[src/rtl/bus_arbiter_4.sv]
// bus_arbiter_4: four-requester round-robin bus arbiter.
// Drives the Sel/Enable controls of the downstream four-input bus multiplexer.
// Grants are registered and one-hot, and they are held until the owner asserts
// Last or drops its request.
// Optional feature macro: BUS_ARBITER_4_HOLD_LIMIT_EN. When it is defined, the
// arbiter forces a release after HoldMax consecutive owned cycles and pulses
// Preempt.
module bus_arbiter_4 #(
  parameter int HoldMax = 4
) (
  input  logic       Clock,
  input  logic       Reset,
  input  logic [3:0] Req,
  input  logic       Last,
  output logic [3:0] Grant,
  output logic [1:0] Sel,
  output logic       Enable,
  output logic       Preempt
);

  typedef enum logic [0:0] {
    IDLE  = 1'b0,
    OWNED = 1'b1
  } state_t;

  // Beat value at which the current owner has used its HoldMax cycles.
  localparam logic [7:0] LIMIT = 8'(HoldMax - 1);

  state_t     state_r;
  logic [1:0] ptr_r;
  logic [1:0] owner_r;
  logic [7:0] beat_r;

  logic       limit_s;
  logic       quit_s;
  logic       release_s;
  logic       forced_s;
  logic [3:0] cand_s;
  logic [1:0] start_s;
  logic [2:0] pick_s;

  // Circular first-set search over req, starting at index start.
  // The result is {found, index}.
  function automatic logic [2:0] rr_pick(input logic [3:0] req, input logic [1:0] start);
    logic [2:0] pick;
    logic [1:0] idx;
    pick = 3'b000;
    // Walk from the farthest offset down to the nearest, so the nearest hit wins.
    for (int k = 3; k >= 0; k--) begin
      idx = start + 2'(k);
      if (req[idx]) begin
        pick = {1'b1, idx};
      end else begin
        pick = pick;
      end
    end
    return pick;
  endfunction

`ifdef BUS_ARBITER_4_HOLD_LIMIT_EN
  assign limit_s = (state_r == OWNED) && (beat_r == LIMIT);
`else
  // No beat limit in this build, so HoldMax has no effect on behaviour.
  assign limit_s = (beat_r == LIMIT) & 1'b0;
`endif

  // Release detection and next-owner candidate selection for the current state.
  always_comb begin
    quit_s    = 1'b0;
    release_s = 1'b0;
    forced_s  = 1'b0;
    cand_s    = Req;
    start_s   = ptr_r;
    if (state_r == OWNED) begin
      quit_s    = Last | ~Req[owner_r];
      release_s = quit_s | limit_s;
      forced_s  = limit_s & ~quit_s;
      cand_s    = Req & ~(4'b0001 << owner_r);
      start_s   = owner_r + 2'd1;
    end else begin
      quit_s    = 1'b0;
      release_s = 1'b0;
      forced_s  = 1'b0;
      cand_s    = Req;
      start_s   = ptr_r;
    end
    pick_s = rr_pick(cand_s, start_s);
  end

  // Arbitration FSM: registered state, pointer, beat counter and all outputs.
  always_ff @(posedge Clock or posedge Reset) begin
    if (Reset) begin
      state_r <= IDLE;
      ptr_r   <= 2'd0;
      owner_r <= 2'd0;
      beat_r  <= 8'd0;
      Grant   <= 4'b0000;
      Sel     <= 2'd0;
      Enable  <= 1'b0;
      Preempt <= 1'b0;
    end else begin
      case (state_r)
        IDLE: begin
          Preempt <= 1'b0;
          if (pick_s[2]) begin
            state_r <= OWNED;
            owner_r <= pick_s[1:0];
            beat_r  <= 8'd0;
            Grant   <= 4'b0001 << pick_s[1:0];
            Sel     <= pick_s[1:0];
            Enable  <= 1'b1;
          end else begin
            // Sel keeps the last owner while the bus is idle.
            Grant   <= 4'b0000;
            Enable  <= 1'b0;
          end
        end
        OWNED: begin
          Preempt <= forced_s;
          if (beat_r != 8'd255) begin
            beat_r <= beat_r + 8'd1;
          end else begin
            beat_r <= beat_r;
          end
          if (release_s) begin
            ptr_r <= owner_r + 2'd1;
            if (pick_s[2]) begin
              // Back-to-back handover with no idle cycle in between.
              owner_r <= pick_s[1:0];
              beat_r  <= 8'd0;
              Grant   <= 4'b0001 << pick_s[1:0];
              Sel     <= pick_s[1:0];
              Enable  <= 1'b1;
            end else begin
              // No other requester: go idle even if the old owner still requests.
              state_r <= IDLE;
              Grant   <= 4'b0000;
              Enable  <= 1'b0;
            end
          end else begin
            Grant  <= 4'b0001 << owner_r;
            Sel    <= owner_r;
            Enable <= 1'b1;
          end
        end
        default: begin
          state_r <= IDLE;
          Grant   <= 4'b0000;
          Enable  <= 1'b0;
          Preempt <= 1'b0;
        end
      endcase
    end
  end

endmodule

[config.mk]
export PLATFORM = sky130hd
export DESIGN_NAME = bus_arbiter_4
export DESIGN_NICKNAME = d
export VERILOG_FILES = /design/src/rtl/bus_arbiter_4.sv
export SDC_FILE = /design/constraint.sdc
export NUM_CORES = 1
export LEC_CHECK = 0
export CAP_MARGIN = 10
export CELL_PAD_IN_SITES_DETAIL_PLACEMENT = 1
export CELL_PAD_IN_SITES_GLOBAL_PLACEMENT = 1
export CORE_ASPECT_RATIO = 1.1
export CORE_MARGIN = 2
export CORE_UTILIZATION = 41
export CTS_CLUSTER_DIAMETER = 80
export DETAILED_ROUTE_END_ITERATION = 8
export PLACE_DENSITY = 0.88
export SLEW_MARGIN = 10
export SYNTH_ARGS = -nofsm -noshare
export SYNTH_HDL_FRONTEND = slang
export SYNTH_SLANG_ARGS = --single-unit
[constraint.sdc]
create_clock -name Clock -period 4.3 [get_ports Clock]
set_input_delay 0.645 -clock Clock [delete_from_list [all_inputs] [get_ports Clock]]
set_output_delay 0.645 -clock Clock [all_outputs]
set_load 0.01 [all_outputs]
Word-level counts from Yosys, hierarchy flattened --
Cells that the tools add are included.
Operators by class: bitwise logic cells 5, shifts and indexed selects 2, reductions and logical operators 1, $add $sub $neg 4, magnitude comparators 5, mux-type cells 29, equality and inequality tests 1
Operators with widths (number):
- 2-bit by 3-bit < comparator with 1-bit output, second input constant | 5
- 3-bit 2-to-1 mux | 4
- 4-bit 2-to-1 mux | 3
- 1-bit binary-select mux with 2-bit select | 5
- 2-bit 2-to-1 mux | 5
- 1-bit 2-to-1 mux | 8
- 2-bit one-hot mux with 2 select lines | 2
- 4-bit one-hot mux with 2 select lines | 1
- 1-bit by 2-bit left shift with 4-bit output, first input constant | 2
- 2-bit by 1-bit adder with 2-bit output, second input constant | 2
- 2-bit adder, second input constant | 2
- 4-bit AND | 1
- 4-bit inverter | 1
- 2-bit by 1-bit inequality test with 1-bit output, second input constant | 1
- 1-bit inverter | 2
- 1-bit one-hot mux with 2 select lines | 1
- 2-bit AND reduction | 1
- 1-bit bitwise OR | 1
Word-level totals: word-level logic and storage cells 52, output and inout port bits 8, input port bits 7, flip-flop bits (word level) 11

Depth between registers and ports, before layout --
Gate-level depths: netlist of run 1.
depth in word-level cells 14, gate-level depth with buffers 7, mapped depth without buffers 7

Least setup slack after synthesis of run 1 --
Ideal clock, no wire load.
kind reg2reg, start register owner_r[0], end register Sel[1], buffers on the path 0, arrival time 2049 ps, path slack 2117 ps, stages on the path, launching flop included 8, setup time 134 ps, clock period less this slack 2183 ps, required time 4166 ps, cells stage by stage dfrtp_1 > inv_1 > ha_1 > mux2_4 > or4b_4 > and4_4 > a211oi_2 > a21oi_1
On the way: longest elaborated chain between the ends 13, elaborated cells on any way between the ends 29, classes of those cells add/sub: 4; shift: 1; mux: 20; bitwise: 4
RTL lines:
- start, declared | RTL line 31 | logic [1:0] owner_r;
- start signal, assigned | RTL line 107 | owner_r <= pick_s[1:0];
- start signal, assigned | RTL line 129 | owner_r <= pick_s[1:0];
- parallel branches: the longest is 12 deep, another holds 2-bit by 1-bit adder with 2-bit output
- 2-bit one-hot mux with 2 select lines (*) | RTL line 102 | case (state_r)
- end signal, assigned | RTL line 110 | Sel <= pick_s[1:0];
- end signal, assigned | RTL line 132 | Sel <= pick_s[1:0];
- end signal, assigned | RTL line 142 | Sel <= owner_r;
- end, declared | RTL line 16 | output logic [1:0] Sel,
Mark *: on every way between the ends. The select of a mux whose other input is x is not followed. A chain may end at the register's enable or synchronous reset.

Worst setup path after layout of run 1 --
start register owner_r[0], end register Grant[0]
On the way: longest elaborated chain between the ends 14, elaborated cells on any way between the ends 30, classes of those cells add/sub: 4; shift: 2; mux: 20; bitwise: 4
RTL lines:
- parallel branches: the longest is 13 deep, another holds 2-bit by 1-bit adder with 2-bit output
- 4-bit one-hot mux with 2 select lines (*) | RTL line 102
- end signal, assigned | RTL line 109 | Grant <= 4'b0001 << pick_s[1:0];
- end signal, assigned | RTL line 131 | Grant <= 4'b0001 << pick_s[1:0];
- end signal, assigned | RTL line 141 | Grant <= 4'b0001 << owner_r;
- end, declared | RTL line 15 | output logic [3:0] Grant,
Marks and branches as above.

==> summary.txt, run 1 <==
Timing
  • Final setup margin: approximately 1800 ps
  • Worst relative slew slack: 0.632
  • Tcrit/Tclk final: 0.573
  • Endpoints failing setup: 0
  • RSZ-0062 raised after global routing: false
  • Clock skew: 6.45 ps
  • Fmax: slightly above 400 MHz
  • Post-route setup TNS: 0 ps
  • Final hold vios: 0
  • Max Slew Vio Count: 0
  • Fin crit period: about 2500 ps
  • Worst-margin pin slew: roughly 550 ps

Critical path
  • Critical Path Start Type: flop
  • Crit-path slowest cell: dfrtp_1
  • R2R Path Start: owner_r[0]$_DFFE_PP0P_
  • Max FO, Critical Path: 7
  • CP required: 4510 ps
  • Worst path max stage delay: 560 ps
  • Crit path from: owner_r[0]$_DFFE_PP0P_
  • Endpoint type of the worst setup path: flop
  • WS Path Type: flop to flop
  • CP Cell Sequence: inv_1 -> ha_1 -> mux2_4 -> or4b_4 -> and4_4 -> nor2_1 -> a22o_1
  • Worst r2r dst: Grant[0]$_DFF_PP0_
  • CP Buf/Inv Count: 1
  • Crit path DAT: 2670 ps
  • CP endpoint: Grant[0]$_DFF_PP0_
  • Critical Path Stages: 7
  • Worst Reg-to-Reg Cells: 7
  • Top delay family on crit path: simple AND/OR/NAND/NOR gates
  • Reg2reg setup slack: about 1800 ps

Global routing
  • Pin count of the biggest net entering global routing: 13
  • Total grt overflow: 0
  • Vias in the first global route: 629
  • Tot GR Track Use: 0.180
  • Initial antenna violation count: 0
  • First-pass GRT wire length: about 2800 um

Synthesis
  • Seq cells post-synth: 11
  • Ranking of synthesized cells by area: dfrtp_1 37%, ha_1 6.8%, a21boi_1 3.0%
  • Mapped Cells: between 60 and 70
  • Post-synth cell types: 39
  • Area fraction of the dominant cell type after synthesis: 0.372
  • Synth Flop Type: dfrtp_1
  • Synth async-reset ratio: 1.00
  • Synthesized area: 739 sq um
  • Syn_area_per_cell: about 11 sq um
  • Number of synthesized flops with an enable pin: 0
  • Yosys warns: 0
  • Syn nets: 78
  • Area leader, netlist: dfrtp_1
  • Register area share after synthesis: 0.372

Routing
  • Vias: slightly below 600
  • Metal3 WL: ~41 um
  • Top Layer Used: met4
  • DRC viols: 0
  • DR WL/cell: between 15 and 20 um
  • Final wirelength: about 1700 um
  • Via density: around 5.9
  • Met1 Wirelength: a little over 700 um
  • Number of DRC markers in iteration 0: 6
  • Met2 WL: around 940 um
  • Post-DRT Antenna Nets: 0
  • Drt first pass iters: 4

Power
  • Leakage: between 0.0003 and 0.0004 uW
  • Max rail drop VDD: 0.276 mV
  • Pwr Density: ~760 nW/um^2

Floorplan
  • DIE HEIGHT: approximately 49 um
  • Total Die Area: around 2200 sq um
  • Starting Density: 0.425
  • DIE WIDTH: approximately 44 um
  • Core Area: 1740 sq um
  • Ports: 15
  • Cell row count: 16

Flow run
  • Max-Cap Viols: 0

Clocking
  • Post-CTS sizing: 0
  • Clk_lat worst skew: 270 ps
  • Root Driver: clkbuf_4
  • H-tree lvl count: 1
  • Post-CTS setup buffer count: 0
  • Clock transition at the registers of the reported paths: about 80 ps
  • Max clock buf depth: 2
  • Hold buffers post-CTS: 0
  • TritonCTS Buffers: 3
  • Clock sinks: 11
  • TritonCTS clock tree: built

Final layout
  • Synth-to-Final Area Change: 21.7%
  • Ratio of cells with drive above 1 in the final layout: 0.210
  • Fill cell count: 200
  • Nets: between 90 and 100
  • N_diodes: 0

Placement
  • PortBufs: 13
  • GPL Wtd Cong: roughly 0.84
  • Post-Place Setup Slack: 1820 ps
  • Post-DP HPWL: 1350 um

Outcome
  • Outcome: completed

Min path
  • Hold Crit Class: flop to flop
-- stage by stage --
step	hold slack (ps)	area [sq um]	instances	total power, uW	utilization
finish	530	900	99	688	0.517
global route	579	900	99	736	0.517
CTS	537	900	99	691	0.517
detailed placement	518	873	95	614	0.501
global placement	514	873	95	593	0.501
floorplan	487	739	67	489	-
-- synthesized netlist by cell type, types with 2 or more instances --
master / number
nand2_1: 3
a21oi_1: 3
a21boi_1: 3
buf_4: 2
ha_1: 4
dfrtp_1: 11
nor2b_1: 2
inv_1: 4
a22o_1: 2
nor2_1: 4
-- registers in the layout, indices dropped and copies added, names as in the netlist --
signal / cells
Grant: 4
Sel: 2
owner_r: 2
ptr_r: 2
state_r: 1
-- cell usage in the layout, fill, tap and decap left out, drive strengths merged --
master,count
nand4,1
mux2,2
nor2b,3
or2,1
and3,1
and4,1
o21ai,1
mux2i,1
ha,4
clkbuf,4
dfrtp,11
a221oi,1
a21bo,1
a21boi,5
clkdlybuf4s50,13
inv,4
a211oi,2
a22o,2
conb,1
nand2b,1
a21o,1
o211ai,1
o2111ai,1
a2bb2oi,1
a21oi,3
o31ai,2
nor2,4
a22oi,1
or4b,1
o22ai,1
nand2,3
nor4,1
mux4,1
-- worst min path at each step --
stage	start	to	slack (ps)	cells after the start
2_1_floorplan	ptr_r[0]$_DFFE_PP0P_	ptr_r[0]$_DFFE_PP0P_	490	2
3_3_place_gp	ptr_r[1]$_DFFE_PP0P_	ptr_r[1]$_DFFE_PP0P_	510	1
3_5_place_dp	ptr_r[0]$_DFFE_PP0P_	ptr_r[0]$_DFFE_PP0P_	520	2
4_1_cts	ptr_r[0]$_DFFE_PP0P_	ptr_r[0]$_DFFE_PP0P_	540	2
5_1_grt	ptr_r[0]$_DFFE_PP0P_	ptr_r[0]$_DFFE_PP0P_	580	2
6_report	ptr_r[0]$_DFFE_PP0P_	ptr_r[0]$_DFFE_PP0P_	530	2
-- area by class of cell --
type                       count  area (sq um)  area share
sequential                    11           275       0.306
multi-input combinational     49           430       0.478
inverter                       4          15.0      0.0167
timing repair buffer          13           130       0.145
tap                           18          22.5      0.0250
clock buffer                   4          26.3      0.0292
-- kinds of logic (layout without fill, tap and decap cells) --
group / Yosys count / in the layout / synth area share
AOI/OAI and AO/OA: 23 / 23 / 0.264
adders and majority gates: 4 / 4 / 0.0677
buffers and inverters: 7 / 21 / 0.0457
DFF: 11 / 11 / 0.372
muxes: 4 / 4 / 0.0795
other: 1 / 1 / 0.00507
and+or+nand+nor: 17 / 17 / 0.166
-- layer usage --
metal | track usage | vias to the layer above
li1 | - | 276
met1 | 0.199 | 296
met2 | 0.309 | 13
met3 | 0.0336 | 2
met4 | 0.0960 | 0
met5 | 0 | -
-- tightest hold or removal path: stages, from the launching register on --
cell	delay (ps)
dfrtp_1	340
nor2_1	50
a21oi_1	100
-- report_power, final --
group	total [uW]	switching [uW]	internal [uW]	leakage, uW
Sequential	195	45.5	150	0.000132
Combinational	418	206	211	0.000249
Clock	74.6	38.7	35.9	0.0000150
Total	688	291	397	0.000396
Note: power is estimated with default switching activity, not from simulation.
==> inputs of run 2 (changes only) <==
--- a/config.mk
+++ b/config.mk
@@ -10,10 +10,10 @@
 export CELL_PAD_IN_SITES_GLOBAL_PLACEMENT = 1
 export CORE_ASPECT_RATIO = 1.1
 export CORE_MARGIN = 2
-export CORE_UTILIZATION = 41
+export CORE_UTILIZATION = 34
 export CTS_CLUSTER_DIAMETER = 80
 export DETAILED_ROUTE_END_ITERATION = 8
-export PLACE_DENSITY = 0.88
+export PLACE_DENSITY = 0.79
 export SLEW_MARGIN = 10
 export SYNTH_ARGS = -nofsm -noshare
 export SYNTH_HDL_FRONTEND = slang
==> constraint.sdc (replaced) <==
create_clock -name Clock -period 2.1 [get_ports Clock]
set_input_delay 0.315 -clock Clock [delete_from_list [all_inputs] [get_ports Clock]]
set_output_delay 0.315 -clock Clock [all_outputs]
set_load 0.01 [all_outputs]
==> run 2 against run 1 <==
Net effect:
- clock skew is 1.3 ps lower
- clock power is 100% higher
- setup slack worse by 1800 ps
- cell area is 13% higher
- largest cell class unchanged
- critical endpoint unchanged
- combinational power grew to 2.6 times the previous value
==> summary.txt, run 2 (synthesis gave the netlist of run 1 again) <==
Outcome
  • Outcome: completed

Global routing
  • Vias in the first global route: 710 (+13%)
  • Total grt overflow: 0 (unchanged)
  • Tot GR Track Use: 0.174 (-0.00608)
  • Initial antenna violation count: 0 (unchanged)
  • Pin count of the biggest net entering global routing: 12 (-1)
  • First-pass GRT wire length: 3240 um (+15%)

Floorplan
  • DIE WIDTH: 48.5 um (+8.9%)
  • Cell row count: 17 (+1)
  • Total Die Area: 2560 sq um (+19%)
  • DIE HEIGHT: 52.9 um (+9.0%)
  • Core Area: 2040 sq um (+17%)
  • Starting Density: 0.362 (-0.0624)
  • Ports: 15 (unchanged)

Routing
  • Number of DRC markers in iteration 0: 4 (-2)
  • Via density: 5.08 (-14%)
  • Final wirelength: 1840 um (+6.8%)
  • DR WL/cell: 15.6 um (-10%)
  • DRC viols: 0 (unchanged)
  • Drt first pass iters: 2 (-2)
  • Vias: 600 (+2.2%)
  • Post-DRT Antenna Nets: 0 (unchanged)

Placement
  • Post-Place Setup Slack: -9.83 ps (-1830 ps)
  • Dpl cells: 114 (+20%)
  • PortBufs: 13 (unchanged)
  • Placed Area: 955 sq um (+9.3%)
  • GPL Wtd Cong: 0.978 (+17%)
  • Post-DP HPWL: 1520 um (+13%)

Clocking
  • Clock sinks: 11 (unchanged)
  • Post-CTS setup buffer count: 0 (unchanged)
  • Clock transition at the registers of the reported paths: 80 ps (about the same)
  • H-tree lvl count: 1 (unchanged)
  • TritonCTS Buffers: 3 (unchanged)
  • TritonCTS clock tree: built
  • Max clock buf depth: 2 (unchanged)
  • Root Driver: clkbuf_4
  • Clk_lat worst skew: 270 ps (about the same)
  • Hold buffers post-CTS: 0 (unchanged)
  • Post-CTS sizing: 0 (unchanged)

Final layout
  • Synth-to-Final Area Change: 36.9%
  • Fin area: 1010 sq um (+13%)
  • Nets: 102 (+9.7%)
  • Final std cells w/o fill: 118 (+19%)
  • Ratio of cells with drive above 1 in the final layout: 0.356 (+0.146)
  • N_diodes: 0 (unchanged)
  • Commonest non-fill, non-tap cells in the layout: 13 x clkdlybuf4s50_1, 10 x dfrtp_1, 9 x buf_4
  • Final core occ: 0.496 (-0.0208)
  • Largest reg by FF count: Grant
  • Max reg flops: 4 (unchanged)
  • Commonest non-fill, non-tap cell in the layout: clkdlybuf4s50_1

Power
  • Max rail drop VDD: 0.582 mV (+110%)
  • Pwr Density: 1560 nW/um^2 (+100%)
  • Leakage: 0.000445 uW (+12%)
  • Tot Pwr: 1580 uW (+130%)

Critical path
  • WS Path Type: flop to flop
  • Crit path DAT: 2260 ps (-410 ps)
  • Max FO, Critical Path: 3 (-4)
  • Endpoint type of the worst setup path: flop
  • R2R Path Start: owner_r[0]$_DFFE_PP0P_
  • Crit path from: owner_r[0]$_DFFE_PP0P_
  • CP required: 2310 ps (-2200 ps)
  • Critical Path Start Type: flop

Timing
  • Tcrit/Tclk final: 0.976 (+0.403)
  • Endpoints failing setup: 0 (unchanged)
  • Fmax: 488 MHz (+20%)
  • Clock skew: 5.12 ps (-1.33 ps)
  • Final hold vios: 0 (unchanged)
  • Max Slew Vio Count: 0 (unchanged)
  • Fin crit period: 2050 ps (-413 ps)
  • Final setup margin: 50.5 ps (-1790 ps)

Min path
  • Hold Crit Class: input pin to async pin

Flow run
  • Max-Cap Viols: 0 (unchanged)
## run 2: cell count changes in the layout (fill, tap and decap cells not counted), sizes merged
cell,change
buf,+9
## run 2: final cells by class
| type | count | area [sq um] |
|---|---|---|
| clock buffer | 4 | 26.3 |
| fill | 236 | 1030 |
| timing repair buffer | 22 | 198 |
| sequential | 11 | 277 |
| tap | 28 | 35.0 |
| inverter | 4 | 17.5 |
| multi-input combinational | 49 | 459 |
## run 2: power breakdown
group | switching [uW] | internal, uW | leakage (uW) | total [uW]
clock network | 76.6 | 73.4 | 0.0000150 | 150
logic | 512 | 563 | 0.000299 | 1080
registers | 48.9 | 310 | 0.000131 | 359
total | 638 | 946 | 0.000445 | 1580
## run 2: per-stage QoR
step,hold WS (ps),setup TNS (ps)
2_1_floorplan,167,0
5_1_grt,397,-10.5
4_1_cts,356,0
6_report,336,0
3_3_place_gp,500,0
3_5_place_dp,521,-9.83
## run 2: path summary, 6_finish.rpt
check	endpoint	slack (ps)	depth (start not counted)
min in group Clock	ptr_r[0]$_DFFE_PP0P_	530	2
max	Grant[0]$_DFF_PP0_	50	7
min	state_r$_DFF_PP0_	340	2
max in group asynchronous	owner_r[0]$_DFFE_PP0P_	1440	2
max reg2reg	Grant[0]$_DFF_PP0_	50	7
min reg2reg	ptr_r[0]$_DFFE_PP0P_	530	2
## run 2: per-layer routing
layer	part of all wire	global-route usage	vias to the layer above
met5	0	0	-
met4	0.018	0.100	0
met3	0.015	0.0198	2
met2	0.54	0.315	9
met1	0.43	0.202	297
li1	-	-	292
## run 2: critical path, stage by stage, from the launching register on
cell and delay [ps]:
dfrtp_2 430, inv_4 80, ha_4 200, mux2_4 270, or4b_4 540, and4_4 210, nor2_1 130, a22o_1 130
==> inputs of run 3 (changes only) <==
--- a/config.mk
+++ b/config.mk
@@ -14,7 +14,6 @@
 export CTS_CLUSTER_DIAMETER = 80
 export DETAILED_ROUTE_END_ITERATION = 8
 export PLACE_DENSITY = 0.79
-export SLEW_MARGIN = 10
 export SYNTH_ARGS = -nofsm -noshare
 export SYNTH_HDL_FRONTEND = slang
 export SYNTH_SLANG_ARGS = --single-unit
==> results of run 3 <==
No change in the layout: final DEF, timing and power equal those of run 2.
